$ cat src/rtl/intersection_phase_scheduler.sv
// intersection_phase_scheduler
//   Round-robin owner of a shared intersection. Grants one approach at a time
//   and drives every approach light through GREEN -> YELLOW -> ALL_RED using a
//   single phase counter. It is the only source of the per-approach light state.
//
// Ports
//   clk           in   system clock, rising edge
//   reset         in   asynchronous, active-high
//   enable        in   1 = new grants allowed (never aborts YELLOW / ALL_RED)
//   car_req       in   [NUM_APPROACH-1:0] level car-detect per approach
//   light_state   out  [2i+1:2i] = approach i; 00 RED, 01 GREEN, 10 YELLOW
//   grant_idx     out  current or last granted approach
//   busy          out  1 whenever the scheduler is not idle
//   timer_expired out  one-cycle pulse on the first cycle after a timed phase ends
module intersection_phase_scheduler #(
  parameter int NUM_APPROACH = 4,
  parameter int CNT_W        = 8,
  parameter int GREEN_MIN    = 4,
  parameter int GREEN_MAX    = 12,
  parameter int YELLOW_TIME  = 3,
  parameter int ALLRED_TIME  = 2
) (
  input  logic                              clk,
  input  logic                              reset,
  input  logic                              enable,
  input  logic [NUM_APPROACH-1:0]           car_req,
  output logic [2*NUM_APPROACH-1:0]         light_state,
  output logic [$clog2(NUM_APPROACH)-1:0]   grant_idx,
  output logic                              busy,
  output logic                              timer_expired
);

  localparam int IDX_W = $clog2(NUM_APPROACH);

  localparam logic [CNT_W-1:0] GREEN_MIN_LAST = CNT_W'(GREEN_MIN - 1);
  localparam logic [CNT_W-1:0] GREEN_MAX_LAST = CNT_W'(GREEN_MAX - 1);
  localparam logic [CNT_W-1:0] YELLOW_LAST    = CNT_W'(YELLOW_TIME - 1);
  localparam logic [CNT_W-1:0] ALLRED_LAST    = CNT_W'(ALLRED_TIME - 1);

  // One extra bit so rrLast + offset never overflows before the wrap.
  localparam logic [IDX_W:0] NUM_EXT = (IDX_W + 1)'(NUM_APPROACH);

  typedef enum logic [1:0] {
    IDLE,
    GREEN,
    YELLOW,
    ALL_RED
  } phaseT;

  phaseT                    state;
  phaseT                    stateNext;
  logic [CNT_W-1:0]         phaseCnt;
  logic [CNT_W-1:0]         phaseCntNext;
  logic [IDX_W-1:0]         rrLast;
  logic [IDX_W-1:0]         rrLastNext;
  logic [IDX_W-1:0]         grantNext;
  logic [IDX_W-1:0]         winner;
  logic [IDX_W:0]           cand;
  logic                     winnerFound;
  logic                     ownReq;
  logic                     othersReq;
  logic                     gapOut;
  logic                     maxOut;
  logic                     expireNext;
  logic                     busyNext;
  logic [2*NUM_APPROACH-1:0] lightNext;

  // Round-robin search: first requester strictly after rrLast, wrapping.
  // The last candidate examined is rrLast itself, so a sole requester wins.
  always_comb begin
    winner      = rrLast;
    winnerFound = 1'b0;
    cand        = '0;
    for (int unsigned i = 1; i <= NUM_APPROACH; i++) begin
      cand = {1'b0, rrLast} + (IDX_W + 1)'(i);
      if (cand >= NUM_EXT) begin
        cand = cand - NUM_EXT;
      end
      if (!winnerFound && car_req[cand[IDX_W-1:0]]) begin
        winner      = cand[IDX_W-1:0];
        winnerFound = 1'b1;
      end
    end
  end

  always_comb begin
    othersReq = 1'b0;
    for (int unsigned j = 0; j < NUM_APPROACH; j++) begin
      if (IDX_W'(j) != grant_idx) begin
        othersReq = othersReq | car_req[j];
      end
    end
    ownReq = car_req[grant_idx];
    gapOut = (phaseCnt >= GREEN_MIN_LAST) && (!ownReq || !enable);
    maxOut = (phaseCnt >= GREEN_MAX_LAST) && othersReq;
  end

  always_comb begin
    stateNext  = state;
    grantNext  = grant_idx;
    rrLastNext = rrLast;
    case (state)
      IDLE: begin
        if (enable && winnerFound) begin
          stateNext  = GREEN;
          grantNext  = winner;
          rrLastNext = winner;
        end
      end
      GREEN: begin
        if (gapOut || maxOut) begin
          stateNext = YELLOW;
        end
      end
      YELLOW: begin
        if (phaseCnt >= YELLOW_LAST) begin
          stateNext = ALL_RED;
        end
      end
      ALL_RED: begin
        if (phaseCnt >= ALLRED_LAST) begin
          if (enable && winnerFound) begin
            stateNext  = GREEN;
            grantNext  = winner;
            rrLastNext = winner;
          end else begin
            stateNext = IDLE;
          end
        end
      end
      default: stateNext = IDLE;
    endcase
  end

  // Counter restarts on every state change (including ALL_RED -> GREEN);
  // in GREEN it parks at GREEN_MAX-1 so an unopposed green can hold forever.
  always_comb begin
    phaseCntNext = '0;
    if (stateNext == state) begin
      case (state)
        GREEN:   phaseCntNext = (phaseCnt >= GREEN_MAX_LAST) ? phaseCnt
                                                             : phaseCnt + CNT_W'(1);
        YELLOW,
        ALL_RED: phaseCntNext = phaseCnt + CNT_W'(1);
        default: phaseCntNext = '0;
      endcase
    end
  end

  // Outputs are derived from the next state so they register on the same edge.
  always_comb begin
    expireNext = (state != IDLE) && (stateNext != state);
    busyNext   = (stateNext != IDLE);
    lightNext  = '0;
    for (int unsigned j = 0; j < NUM_APPROACH; j++) begin
      if (IDX_W'(j) == grantNext) begin
        if (stateNext == GREEN) begin
          lightNext[2*j +: 2] = 2'b01;
        end else if (stateNext == YELLOW) begin
          lightNext[2*j +: 2] = 2'b10;
        end
      end
    end
  end

  always_ff @(posedge clk or posedge reset) begin
    if (reset) begin
      state         <= IDLE;
      phaseCnt      <= '0;
      rrLast        <= IDX_W'(NUM_APPROACH - 1);
      grant_idx     <= '0;
      light_state   <= '0;
      busy          <= 1'b0;
      timer_expired <= 1'b0;
    end else begin
      state         <= stateNext;
      phaseCnt      <= phaseCntNext;
      rrLast        <= rrLastNext;
      grant_idx     <= grantNext;
      light_state   <= lightNext;
      busy          <= busyNext;
      timer_expired <= expireNext;
    end
  end

endmodule

$ cat config.mk
export PLATFORM = sky130hd
export DESIGN_NAME = intersection_phase_scheduler
export DESIGN_NICKNAME = d
export VERILOG_FILES = /design/src/rtl/intersection_phase_scheduler.sv
export SDC_FILE = /design/constraint.sdc
export NUM_CORES = 1
export LEC_CHECK = 0
export ABC_CLOCK_PERIOD_IN_PS = 6800
export CORE_AREA = 2 2 57 70
export CTS_CLUSTER_SIZE = 10
export DETAILED_ROUTE_END_ITERATION = 16
export DIE_AREA = 0 0 59 72
export PLACE_DENSITY = 0.73
export SYNTH_ARGS = -nofsm -noshare
export SYNTH_HDL_FRONTEND = slang
export SYNTH_SLANG_ARGS = --single-unit
$ cat constraint.sdc
create_clock -name clk -period 6.8 [get_ports clk]
set_clock_uncertainty 0.2 [all_clocks]
set_input_delay 2.04 -clock clk [delete_from_list [all_inputs] [get_ports clk]]
set_output_delay 2.04 -clock clk [all_outputs]
set_load 0.01 [all_outputs]
After elaboration in Yosys (flattened, before gate mapping)
Index checks and enable logic that the tools add are counted.
{"block": "classes", "add_sub_neg": 9, "muxes": 47, "bitwise_logic": 3, "n_reduce_logical": 22, "magnitude_cmp": 13, "eq_ne": 15}
{"operator": "$mux W2", "count": 22}
{"operator": "$ge A8 B2 Y1 const B", "count": 2}
{"operator": "$mux W8", "count": 2}
{"operator": "$pmux W8 S2", "count": 1}
{"operator": "$lt A2 B3 Y1 const B", "count": 5}
{"operator": "$mux W1", "count": 14}
{"operator": "$ge A3 B3 Y1 const B", "count": 4}
{"operator": "$bmux W1 S2", "count": 5}
{"operator": "$add A8 B1 Y8 const B", "count": 1}
{"operator": "$ge A8 B1 Y1 const B", "count": 1}
{"operator": "$ge A8 B4 Y1 const B", "count": 1}
{"operator": "$pmux W2 S2", "count": 2}
{"operator": "$pmux W2 S4", "count": 1}
{"operator": "$reduce_bool A2 Y1", "count": 4}
{"operator": "$sub A2 B1 Y2 const B", "count": 4}
{"operator": "$logic_and A1 B1 Y1", "count": 7}
{"operator": "$add A2 B2 Y3 const B", "count": 2}
{"operator": "$eq A2 B2 Y1 const B", "count": 3}
{"operator": "$logic_not A1 Y1", "count": 5}
{"operator": "$eq A2 B1 Y1 const B", "count": 2}
{"operator": "$eq A2 B2 Y1 const A", "count": 2}
{"operator": "$logic_not A2 Y1", "count": 2}
{"operator": "$ne A2 B2 Y1 const A", "count": 2}
{"operator": "$add A2 B1 Y3 const B", "count": 1}
{"operator": "11 further kinds", "count": 14}
{"block": "totals", "out_inout_bits": 12, "word_cells": 116, "in_bits": 7, "register_bits": 24}

Longest topological paths before layout
Gate-level depths: netlist of the first run.
{"block": "depth", "ltp_word": 23, "depth_mapped": 9, "mapped_depth_nobuf": 9}

Worst setup path before layout of the first run
No wires, ideal clock.
{"block": "synth_timing", "path_kind": "input port to flip-flop", "start": "input car_req[1]", "end": "register light_state[5]", "setup_slack_ns": 3.020, "path_buffers": 1, "t_arrival_ns": 3.494, "setup_time_ns": 0.086, "stages": 7, "t_required_ns": 6.514, "path_cell_list": "buf_4 > o41a_4 > a21o_1 > a21oi_1 > nor2_1 > or3_4 > nor3_1"}
{"block": "synth_between", "elab_chain_cells": 20, "word_cells_on_any_way": 50, "cone_classes": "eq/ne (3); mux (32); bitwise (3); reduce/logical (12)"}
{"item": "start, declared", "line": "26", "text": "input logic [NUM_APPROACH-1:0] car_req,"}
{"item": "$bmux W1 S2", "line": "79", "text": "if (!winnerFound && car_req[cand[IDX_W-1:0]]) begin"}
{"item": "$mux W1 (not written as such)", "line": "79"}
{"item": "$mux W1", "line": "79"}
{"item": "$logic_not A1 Y1", "line": "79"}
{"item": "$logic_and A1 B1 Y1", "line": "79"}
{"item": "$mux W1", "line": "79"}
{"item": "$logic_not A1 Y1", "line": "79"}
{"item": "$logic_and A1 B1 Y1", "line": "79"}
{"item": "(+5 left out)"}
{"item": "$mux W1", "line": "122", "text": "if (enable && winnerFound) begin"}
{"item": "$mux W2", "line": "121", "text": "if (phaseCnt >= ALLRED_LAST) begin"}
{"item": "$pmux W2 S4", "line": "102", "text": "case (state)"}
{"item": "$eq A2 B2 Y1", "line": "159", "text": "end else if (stateNext == YELLOW) begin"}
{"item": "$mux W2", "line": "159"}
{"item": "$mux W2", "line": "157", "text": "if (stateNext == GREEN) begin"}
{"item": "$mux W2 *", "line": "156", "text": "if (IDX_W'(j) == grantNext) begin"}
{"item": "named net lightNext[5]", "line": "66", "text": "logic [2*NUM_APPROACH-1:0] lightNext;"}
{"item": "end signal, assigned", "line": "180", "text": "light_state <= lightNext;"}
{"item": "end, declared", "line": "27", "text": "output logic [2*NUM_APPROACH-1:0] light_state,"}
Mark *: on every way through the listed nets, which the timed path passes. The rest lies on a longest branch. The select of a mux whose other input is x is not followed.
A chain may end at the register's enable or synchronous reset.

Worst setup path after layout of the first run
{"block": "layout_timing", "start": "input car_req[3]", "end": "register light_state[1]"}
{"block": "layout_between", "word_cells_on_any_way": 46, "cone_classes": "eq/ne (2); mux (30); bitwise (1); reduce/logical (13)"}
{"item": "$bmux W1 S2", "line": "79"}
{"item": "$mux W1 (not written as such)", "line": "79"}
{"item": "$mux W1", "line": "79"}
{"item": "$logic_not A1 Y1", "line": "79"}
{"item": "$logic_and A1 B1 Y1", "line": "79"}
{"item": "$mux W1", "line": "79"}
{"item": "$logic_not A1 Y1", "line": "79"}
{"item": "$logic_and A1 B1 Y1", "line": "79"}
{"item": "(+4 left out)"}
{"item": "$logic_and A1 B1 Y1", "line": "104, 122"}
{"item": "$mux W2 *", "line": "104, 122"}
{"item": "$mux W2", "line": "121"}
{"item": "$pmux W2 S2 *", "line": "102"}
{"item": "named net grantNext[0]", "line": "56", "text": "logic [IDX_W-1:0] grantNext;"}
{"item": "$logic_not A2 Y1 *", "line": "156"}
{"item": "$mux W2 *", "line": "156"}
{"item": "named net lightNext[1]", "line": "66"}
Marked as above.

==> impl_metrics.json, run 1 <==
{
  "power_density_mw_per_mm2": 439,
  "drt-total-wl_microns": 3590,
  "tightest_slew_ns": 0.893,
  "crit_arrival_ns": 4.37,
  "dp_slack_ns": 2.18,
  "cp_max_fo": 8,
  "postSynthAreaPerCell_sq_um": 9.53,
  "layout.nets": 206,
  "diodes": 0,
  "die_w_microns": 59,
  "ir_drop_uv": 213,
  "synthArstFlopShare": 1.00,
  "ys_types": 54,
  "crit_path_end_kind": "register",
  "timing.final.ws_setup_ns": 2.41,
  "required_ns": 6.78,
  "place_area_sq_mm": 0.00184,
  "final.min_clock_period_ns": 4.39,
  "synth-seq-area-share": 0.368,
  "status": "complete, no violations",
  "synth.most_common_cell": "dfrtp_1",
  "chipHeight_microns": 72,
  "synthTopCellsByCount": "dfrtp_1 (22), nor2_1 (20), a21oi_1 (15)",
  "clock-root-buffer": "clkbuf_8",
  "leakagePower_nw": 0.805,
  "slew_headroom": 0.404,
  "grt_usage": 0.185,
  "synth_fp_nets": 187,
  "htree_levels": 1,
  "firstDrtPassIters": 4,
  "crit_chain": "clkdlybuf4s50_1 -> o41ai_4 -> nor2_1 -> o31ai_1 -> o21ai_1 -> a221oi_4 -> inv_1 -> nor3_1",
  "finalCritPeriodShare": 0.645,
  "cpPeakStageDelay_ns": 0.57,
  "cts.clk_slew.worst_paths_ns": 0.09,
  "synth_top_area_frac": 0.336,
  "nFillCells": 304,
  "whs_path_depth": 2,
  "drc": 0,
  "finalHoldViolations": 0,
  "num_io_pins": 19,
  "post_cts_resized": 0,
  "wl_met2_microns": 1800,
  "synth_edf_count": 0,
  "numPortBuffers": 18,
  "routedWlPerCell_microns": 15.7,
  "wl_met1_microns": 1610,
  "yosys.area.top_type": "dfrtp_1",
  "fmax_mhz": 228,
  "slew_viol_final": 0,
  "rows": 24,
  "layout-drive-gt1-share": 0.126,
  "grt_pass1_wl_microns": 6080,
  "overflow": 0,
  "grt_pass1_vias": 1328,
  "clockBufferDepth": 2,
  "drt-initial-drc-count": 68,
  "grt_max_degree": 25,
  "final_antenna_net_count": 0,
  "final_area_sq_mm": 0.00191,
  "start_kind": "primary input",
  "post-cts-setup-buffers": 0,
  "power_w": 0.000836,
  "area_growth_pct": 16.3,
  "top_layer": "met4",
  "ys.flop_type": "dfrtp_1",
  "clkLatencyLatePin_ns": 0.28,
  "rsz0062_at_grt": "false",
  "antenna_found_initial": 0,
  "setup_viol": 0,
  "slowest_stage": "clkdlybuf4s50_1",
  "synth_area_leaders": "dfrtp_1 (34%), ha_1 (6.1%), a21oi_1 (4.6%), nor2_1 (4.6%), dfstp_2 (3.2%)",
  "dpl.hpwl_microns": 2590,
  "reg2reg_depth": 8,
  "synth_seq_cells": 24,
  "cts_tree": "done",
  "dieArea_sq_mm": 0.00425,
  "cts_hold_buf": 0,
  "worstHoldPathType": "reg2reg",
  "vias": 1381,
  "coreArea_sq_mm": 0.00354,
  "syn_area_sq_mm": 0.00164,
  "cts_sinks": 24,
  "met3_length_microns": 132,
  "vias_per_cell": 6.03,
  "synthCells": 172,
  "max_cap_viol_count": 0,
  "cts_made_buffers": 3,
  "worstSetupPathType": "in2reg",
  "synth_warnings": 0,
  "gp_congestion": 0.854,
  "tns_ns": 0,
  "start_util": 0.463
}
## power by group
group	internal (W)	total (W)	switching (W)
clock network	0.0000789	0.000129	0.0000498
logic	0.000205	0.000482	0.000277
registers	0.000186	0.000226	0.0000402
## worst paths after layout
check                                       from                        to  slack, ns
min in group asynchronous                  reset  light_state[1]$_DFF_PP0_       2.05
max reg2reg                   state[0]$_DFF_PP0_  light_state[1]$_DFF_PP0_       3.83
min                        rrLast[0]$_DFFE_PP1P_     rrLast[0]$_DFFE_PP1P_       0.31
min reg2reg                rrLast[0]$_DFFE_PP1P_     rrLast[0]$_DFFE_PP1P_       0.31
max in group asynchronous                  reset   phaseCnt[5]$_DFFE_PP0P_       3.81
max                                   car_req[3]  light_state[1]$_DFF_PP0_       2.41
## flip-flops by register name, summed over array words and instances, names as in the netlist
register       count
busy               1
grant_idx          2
light_state        8
phaseCnt           8
rrLast             2
state              2
timer_expired      1
## placed cells by master (no fill, tap or decap), types with 3 or more instances in the layout
| cell type | Yosys | layout |
|---|---|---|
| o21a_1 | 3 | 3 |
| nor2_1 | 20 | 20 |
| clkdlybuf4s50_1 | 0 | 18 |
| inv_1 | 10 | 10 |
| ha_1 | 8 | 8 |
| a21oi_1 | 15 | 15 |
| a31oi_1 | 5 | 5 |
| clkbuf_8 | 1 | 3 |
| nand3b_1 | 4 | 4 |
| nand2b_1 | 4 | 4 |
| o21ai_0 | 9 | 9 |
| nor3_1 | 10 | 10 |
| nand2_1 | 8 | 8 |
| dfrtp_1 | 22 | 22 |
## area by class of cell
class,count,area (sq um),area share
multi-input combinational,133,962,0.505
sequential,24,603,0.316
timing repair buffer,18,180,0.0945
tap,39,48.8,0.0256
clock buffer,3,41.3,0.0217
inverter,11,41.3,0.0217
clock inverter,1,30.0,0.0157
## kinds of logic after synthesis
| family | after synthesis | synth area share |
|---|---|---|
| AND/OR/NAND/NOR | 66 | 0.222 |
| AO/OA/AOI/OAI | 56 | 0.278 |
| flip-flops | 24 | 0.368 |
| buffers and inverters | 15 | 0.0450 |
| adder cells (fa/ha/maj) | 8 | 0.0611 |
| multiplexers | 3 | 0.0260 |
## worst max-delay path, delay by kind of cell
kind	cells	cell delay [ns]
AO/OA/AOI/OAI	4	1.22
buffers and inverters	2	0.73
AND/OR/NAND/NOR	2	0.36
## stage by stage
stage           util  hold WS, ns  cells
2_1_floorplan      -        0.265    172
3_3_place_gp   0.518        0.289    225
3_5_place_dp   0.518        0.297    225
4_1_cts        0.538        0.311    229
5_1_grt        0.538        0.331    229
6_report       0.538        0.308    229
## metal layers
layer  global-route usage  up-vias
li1                     -      678
met1                0.245      663
met2                0.307       33
met3               0.0392        7
met4               0.0455        0
met5                    0        -
Note: power is estimated with default switching activity, not from simulation.
==> run 2: changes to the inputs <==
--- a/config.mk
+++ b/config.mk
@@ -5,7 +5,7 @@
 export SDC_FILE = /design/constraint.sdc
 export NUM_CORES = 1
 export LEC_CHECK = 0
-export ABC_CLOCK_PERIOD_IN_PS = 6800
+export ABC_CLOCK_PERIOD_IN_PS = 4300
 export CORE_AREA = 2 2 57 70
 export CTS_CLUSTER_SIZE = 10
 export DETAILED_ROUTE_END_ITERATION = 16
==> constraint.sdc (replaced) <==
create_clock -name clk -period 4.3 [get_ports clk]
set_clock_uncertainty 0.2 [all_clocks]
set_input_delay 1.29 -clock clk [delete_from_list [all_inputs] [get_ports clk]]
set_output_delay 1.29 -clock clk [all_outputs]
set_load 0.01 [all_outputs]
==> results of run 2 <==
The final DEF is identical to that of run 1. Status: complete, no violations.
Main changes from that run: setup slack after placement 2.18 ns -> 0.426 ns; setup slack after layout 2.41 ns -> 0.663 ns; register-to-register setup slack 3.83 ns -> 1.33 ns; total power 0.000836 W -> 0.00132 W; worst IR drop on VDD 213 uV -> 337 uV
==> run 3: changes to the inputs <==
--- a/config.mk
+++ b/config.mk
@@ -5,7 +5,7 @@
 export SDC_FILE = /design/constraint.sdc
 export NUM_CORES = 1
 export LEC_CHECK = 0
-export ABC_CLOCK_PERIOD_IN_PS = 4300
+export ABC_CLOCK_PERIOD_IN_PS = 3760
 export CORE_AREA = 2 2 57 70
 export CTS_CLUSTER_SIZE = 10
 export DETAILED_ROUTE_END_ITERATION = 16
==> constraint.sdc (replaced) <==
create_clock -name clk -period 3.76 [get_ports clk]
set_clock_uncertainty 0.2 [all_clocks]
set_input_delay 1.128 -clock clk [delete_from_list [all_inputs] [get_ports clk]]
set_output_delay 1.128 -clock clk [all_outputs]
set_load 0.01 [all_outputs]
==> run 3 against run 2 <==
  * First-iteration DRC count is 50% higher
  * Critical path depth stayed put
  * Clock power is 12% higher
  * Utilization is 0.42 points higher
  * Via count hardly changed
  * Sequential share of layout area is 0.25 points lower
  * Critical endpoint is now light_state[4]$_DFF_PP0_
  * Largest cell class unchanged
==> impl_metrics.json, run 3 (synthesis gave the netlist of run 1 again) <==
{
  "coreArea_sq_mm": 0.00354,
  "finalCritPeriodShare": 0.917,
  "cts_made_buffers": 3,
  "gp_congestion": 0.828,
  "crit_path_end_kind": "register",
  "post-cts-setup-buffers": 0,
  "area_growth_pct": 17.3,
  "power_w": 0.00153,
  "diodes": 0,
  "grt_pass1_wl_microns": 6060,
  "routedWlPerCell_microns": 15.2,
  "leakagePower_nw": 0.814,
  "cp_max_fo": 8,
  "slew_viol_final": 0,
  "drt-total-wl_microns": 3520,
  "final_cell_count_no_fill": 231,
  "layout-drive-gt1-share": 0.135,
  "firstDrtPassIters": 4,
  "grt_pass1_vias": 1348,
  "layout.cells.most_common": "dfrtp_1",
  "numPortBuffers": 18,
  "r2r_start": "phaseCnt[1]$_DFFE_PP0P_",
  "vias_per_cell": 5.97,
  "tns_ns": 0,
  "largestRegisters": "light_state x8, phaseCnt x8",
  "start_util": 0.463,
  "clock-root-buffer": "clkbuf_8",
  "dpl.hpwl_microns": 2700,
  "whs_path_depth": 2,
  "layout.nets": 208,
  "ir_drop_uv": 385,
  "most-common-layout-cells": "dfrtp_1 (22), nor2_1 (20), clkdlybuf4s50_1 (18), a21oi_1 (15)",
  "status": "complete, no violations",
  "startpoint": "car_req[3]",
  "final_antenna_net_count": 0,
  "dieArea_sq_mm": 0.00425,
  "hold_slack_ns": 0.307,
  "num_io_pins": 19,
  "chipHeight_microns": 72,
  "htree_levels": 1,
  "place_inst": 227,
  "setup_viol": 0,
  "max_cap_viol_count": 0,
  "multi_input_area_sq_um": 962,
  "antenna_found_initial": 0,
  "final.min_clock_period_ns": 3.45,
  "clockBufferDepth": 2,
  "fmax_mhz": 290,
  "die_w_microns": 59,
  "drt-initial-drc-count": 102,
  "nFillCells": 306,
  "finalHoldViolations": 0,
  "final_area_sq_mm": 0.00192,
  "power_density_mw_per_mm2": 796,
  "grt_usage": 0.182,
  "cts_sinks": 24,
  "cts.clk_slew.worst_paths_ns": 0.09,
  "place_area_sq_mm": 0.00185,
  "vias": 1380,
  "holdCritStartpoint": "rrLast[0]$_DFFE_PP1P_",
  "cts_hold_buf": 0,
  "worstSetupPathType": "in2reg",
  "drc": 0,
  "rows": 24,
  "rsz0062_at_grt": "false",
  "cts_tree": "done",
  "slew_headroom": 0.397,
  "overflow": 0,
  "crit_arrival_ns": 3.42,
  "clkLatencyLatePin_ns": 0.27,
  "required_ns": 3.73,
  "worstHoldPathType": "reg2reg",
  "start_kind": "primary input",
  "post_cts_resized": 0,
  "grt_max_degree": 25,
  "tightest_slew_ns": 0.903,
  "reg2reg_depth": 8,
  "seq_area_sq_um": 603
}
-- run 3: cell types whose count changed in the layout (fill, tap and decap cells not counted) --
| cell | delta |
|---|---|
| buf_4 | +2 |
-- run 3: worst paths after layout --
| kind | to | slack (ns) |
|---|---|---|
| worst max-delay path | light_state[4]$_DFF_PP0_ | 0.31 |
| worst min-delay path | rrLast[0]$_DFFE_PP1P_ | 0.31 |
| worst max register to register | light_state[4]$_DFF_PP0_ | 0.98 |
| worst min register to register | rrLast[0]$_DFFE_PP1P_ | 0.31 |
| max in group asynchronous | phaseCnt[0]$_DFFE_PP0P_ | 1.66 |
| min in group asynchronous | light_state[2]$_DFF_PP0_ | 1.15 |
-- run 3: critical path: stages --
cell	delay, ns
clkdlybuf4s50_1	0.57
o41ai_4	0.55
nor2_1	0.08
o31ai_1	0.10
o21ai_1	0.17
a221oi_4	0.39
inv_1	0.16
nor3_1	0.26
-- run 3: layout make-up --
cell class	count	share of cell area
Clock buffer	3	0.0215
Clock inverter	1	0.0156
Inverter	11	0.0215
Multi-Input combinational cell	133	0.501
Sequential cell	24	0.314
Tap cell	39	0.0254
Timing Repair Buffer	20	0.102
-- run 3: per-layer routing --
layer / global-route usage / up-vias / part of all wire
met5: 0 / - / 0
met4: 0.0530 / 0 / 0.013
met3: 0.0267 / 6 / 0.042
met2: 0.316 / 41 / 0.51
met1: 0.231 / 655 / 0.44
li1: - / 678 / -
-- run 3: power by group --
part / internal, W / switching, W / leakage (nW) / total, W
registers: 0.000336 / 0.0000770 / 0.318 / 0.000413
clock network: 0.000142 / 0.0000845 / 0.0357 / 0.000227
logic: 0.000386 / 0.000504 / 0.460 / 0.000889
-- run 3: metrics by stage --
step,util,setup WS [ns]
6_report,0.542,0.311
5_1_grt,0.542,0.112
4_1_cts,0.542,0.313
3_5_place_dp,0.522,0.0503
3_3_place_gp,0.522,0.149
2_1_floorplan,-,0.892
==> RTL edit (config.mk and constraints of run 2) <==
Register the output `timer_expired` once more, without a reset; this adds one clock of latency there. The other outputs are not delayed to match. Comments in the files are not updated.
--- a/src/rtl/intersection_phase_scheduler.sv
+++ b/src/rtl/intersection_phase_scheduler.sv
@@ -47,4 +47,6 @@
     ALL_RED
   } phaseT;
+
+  logic timer_expired_s0;
 
   phaseT                    state;
@@ -172,5 +174,5 @@
       light_state   <= '0;
       busy          <= 1'b0;
-      timer_expired <= 1'b0;
+      timer_expired_s0 <= 1'b0;
     end else begin
       state         <= stateNext;
@@ -180,6 +182,10 @@
       light_state   <= lightNext;
       busy          <= busyNext;
-      timer_expired <= expireNext;
+      timer_expired_s0 <= expireNext;
     end
+  end
+
+  always_ff @(posedge clk) begin
+    timer_expired <= timer_expired_s0;
   end
 
Formal check against the unedited RTL: not equivalent (a bounded check fails within 10 cycles, from zero or initial values and one cycle with reset high).
==> RTL edit against run 2 <==
Via count rose by 0.14%; cell count increased by 0.44%; design area down 0.13%; sequential share of layout area rose by 1.1 points; fmax up 0.80%; area after synthesis increased by 1.2%; total power fell by 3.0%; setup slack improved by 0.029 ns; sequential cell count rose by 1; register-to-register slack better by 0.02 ns; global-route usage up 0.26 points; sequential power grew 5%; routed wire length decreased by 2.0%.
==> RTL edit: results (changes against run 2) <==
\begin{tabular}{lr}
\hline
Metric & Value \\
\hline
\multicolumn{2}{l}{\textbf{Yosys}} \\
Post-synthesis share of cell area spent on full adders, half adders and majority gates & 0.06033 (-0.0007369) \\
Largest cells by area after synthesis & sky130\_fd\_sc\_hd\_\_dfrtp\_1, sky130\_fd\_sc\_hd\_\_ha\_1, sky130\_fd\_sc\_hd\_\_a21oi\_1 \\
Fraction of synthesis flops using an asynchronous set or reset pin & 0.9600 (-0.04000) \\
Complex-gate fraction of the synthesized area & 0.2745 (-0.003353) \\
Synthesized netlist cell count & 173 (+0.58\%) \\
Total of flip-flops plus latches after synthesis & 25 (+4.2\%) \\
Proportion of synthesized area in mux cells & 0.02564 (-0.0003132) \\
Total nets after synthesis & 188 (+0.53\%) \\
Yosys cell types & 55 (+1.9\%) \\
\multicolumn{2}{l}{\textbf{Global routing}} \\
Vias in the first global route & 1436 (+8.1\%) \\
First-pass GRT wire length & 6313 µm (+3.9\%) \\
GRT Resource Usage Total & 0.1877 (+0.002644) \\
\multicolumn{2}{l}{\textbf{Cells and area}} \\
Clock network area share & 0.02562 (-0.01178) \\
Area share of buffers outside the clock network & 0.09461 (+0.0001240) \\
Count of filler cells inserted in the layout & 327 (+7.6\%) \\
Final design utilization & 0.5374 (-0.0007070) \\
Fraction of standard cell area that is sequential & 0.3272 (+0.01093) \\
Post-layout net count & 207 (+0.49\%) \\
\multicolumn{2}{l}{\textbf{Placed design}} \\
Total placed cells including tap cells & 226 (+0.44\%) \\
Post-place setup slack & 0.4400 ns (+0.01394 ns) \\
\multicolumn{2}{l}{\textbf{Route}} \\
Average wire length per cell after detail routing & 15.30 µm (-2.5\%) \\
Vias per inst & 6.013 (-0.29\%) \\
Routed WL & 3520 µm (-2.0\%) \\
\multicolumn{2}{l}{\textbf{Pwr}} \\
Switching share of total power & 0.4573 (+0.01839) \\
Total power per unit cell area & 674.0 mW/mm² (-2.8\%) \\
Clock Power Share & 0.111 (-0.043) \\
Static Leak & 0.7990 nW (-0.71\%) \\
Peak supply drop & 0.3954 mV (+17\%) \\
\multicolumn{2}{l}{\textbf{Hold path}} \\
Hold path cells & 0 (-2) \\
Class of the worst hold path & reg2reg \\
\multicolumn{2}{l}{\textbf{Setup path}} \\
Arrival time at the worst endpoint & 3.58 ns (-0.04 ns) \\
\multicolumn{2}{l}{\textbf{Run status}} \\
Result of the run & completed \\
\multicolumn{2}{l}{\textbf{Clocking}} \\
Number of clock sinks & 25 (+4.2\%) \\
\multicolumn{2}{l}{\textbf{Timing}} \\
Actual slew at the worst max-slew pin & 0.9104 ns (+0.01713 ns) \\
\hline
\end{tabular}
## RTL edit: final timing paths
path	from	endpoint	slack (ns)
worst max-delay path	car_req[3]	light_state[0]$_DFF_PP0_	0.69
worst min-delay path	timer_expired_s0$_DFF_PP0_	timer_expired$_DFF_P_	0.20
max in group asynchronous	reset	grant_idx[1]$_DFF_PP0_	2.03
worst max register to register	state[0]$_DFF_PP0_	light_state[0]$_DFF_PP0_	1.35
min in group asynchronous	reset	phaseCnt[7]$_DFFE_PP0P_	1.31
worst min register to register	timer_expired_s0$_DFF_PP0_	timer_expired$_DFF_P_	0.20
## RTL edit: layer usage
metal,wire [µm],vias up,track usage
li1,-,680,-
met1,1493,667,0.2302
met2,1874,30,0.3321
met3,105,6,0.03209
met4,46,0,0.05556
met5,0,-,0
## RTL edit: cell families after synthesis
group / after synthesis
flip-flops: 25
AO/OA/AOI/OAI: 56
multiplexers: 3
buffers and inverters: 15
AND/OR/NAND/NOR: 66
adder cells (fa/ha/maj): 8
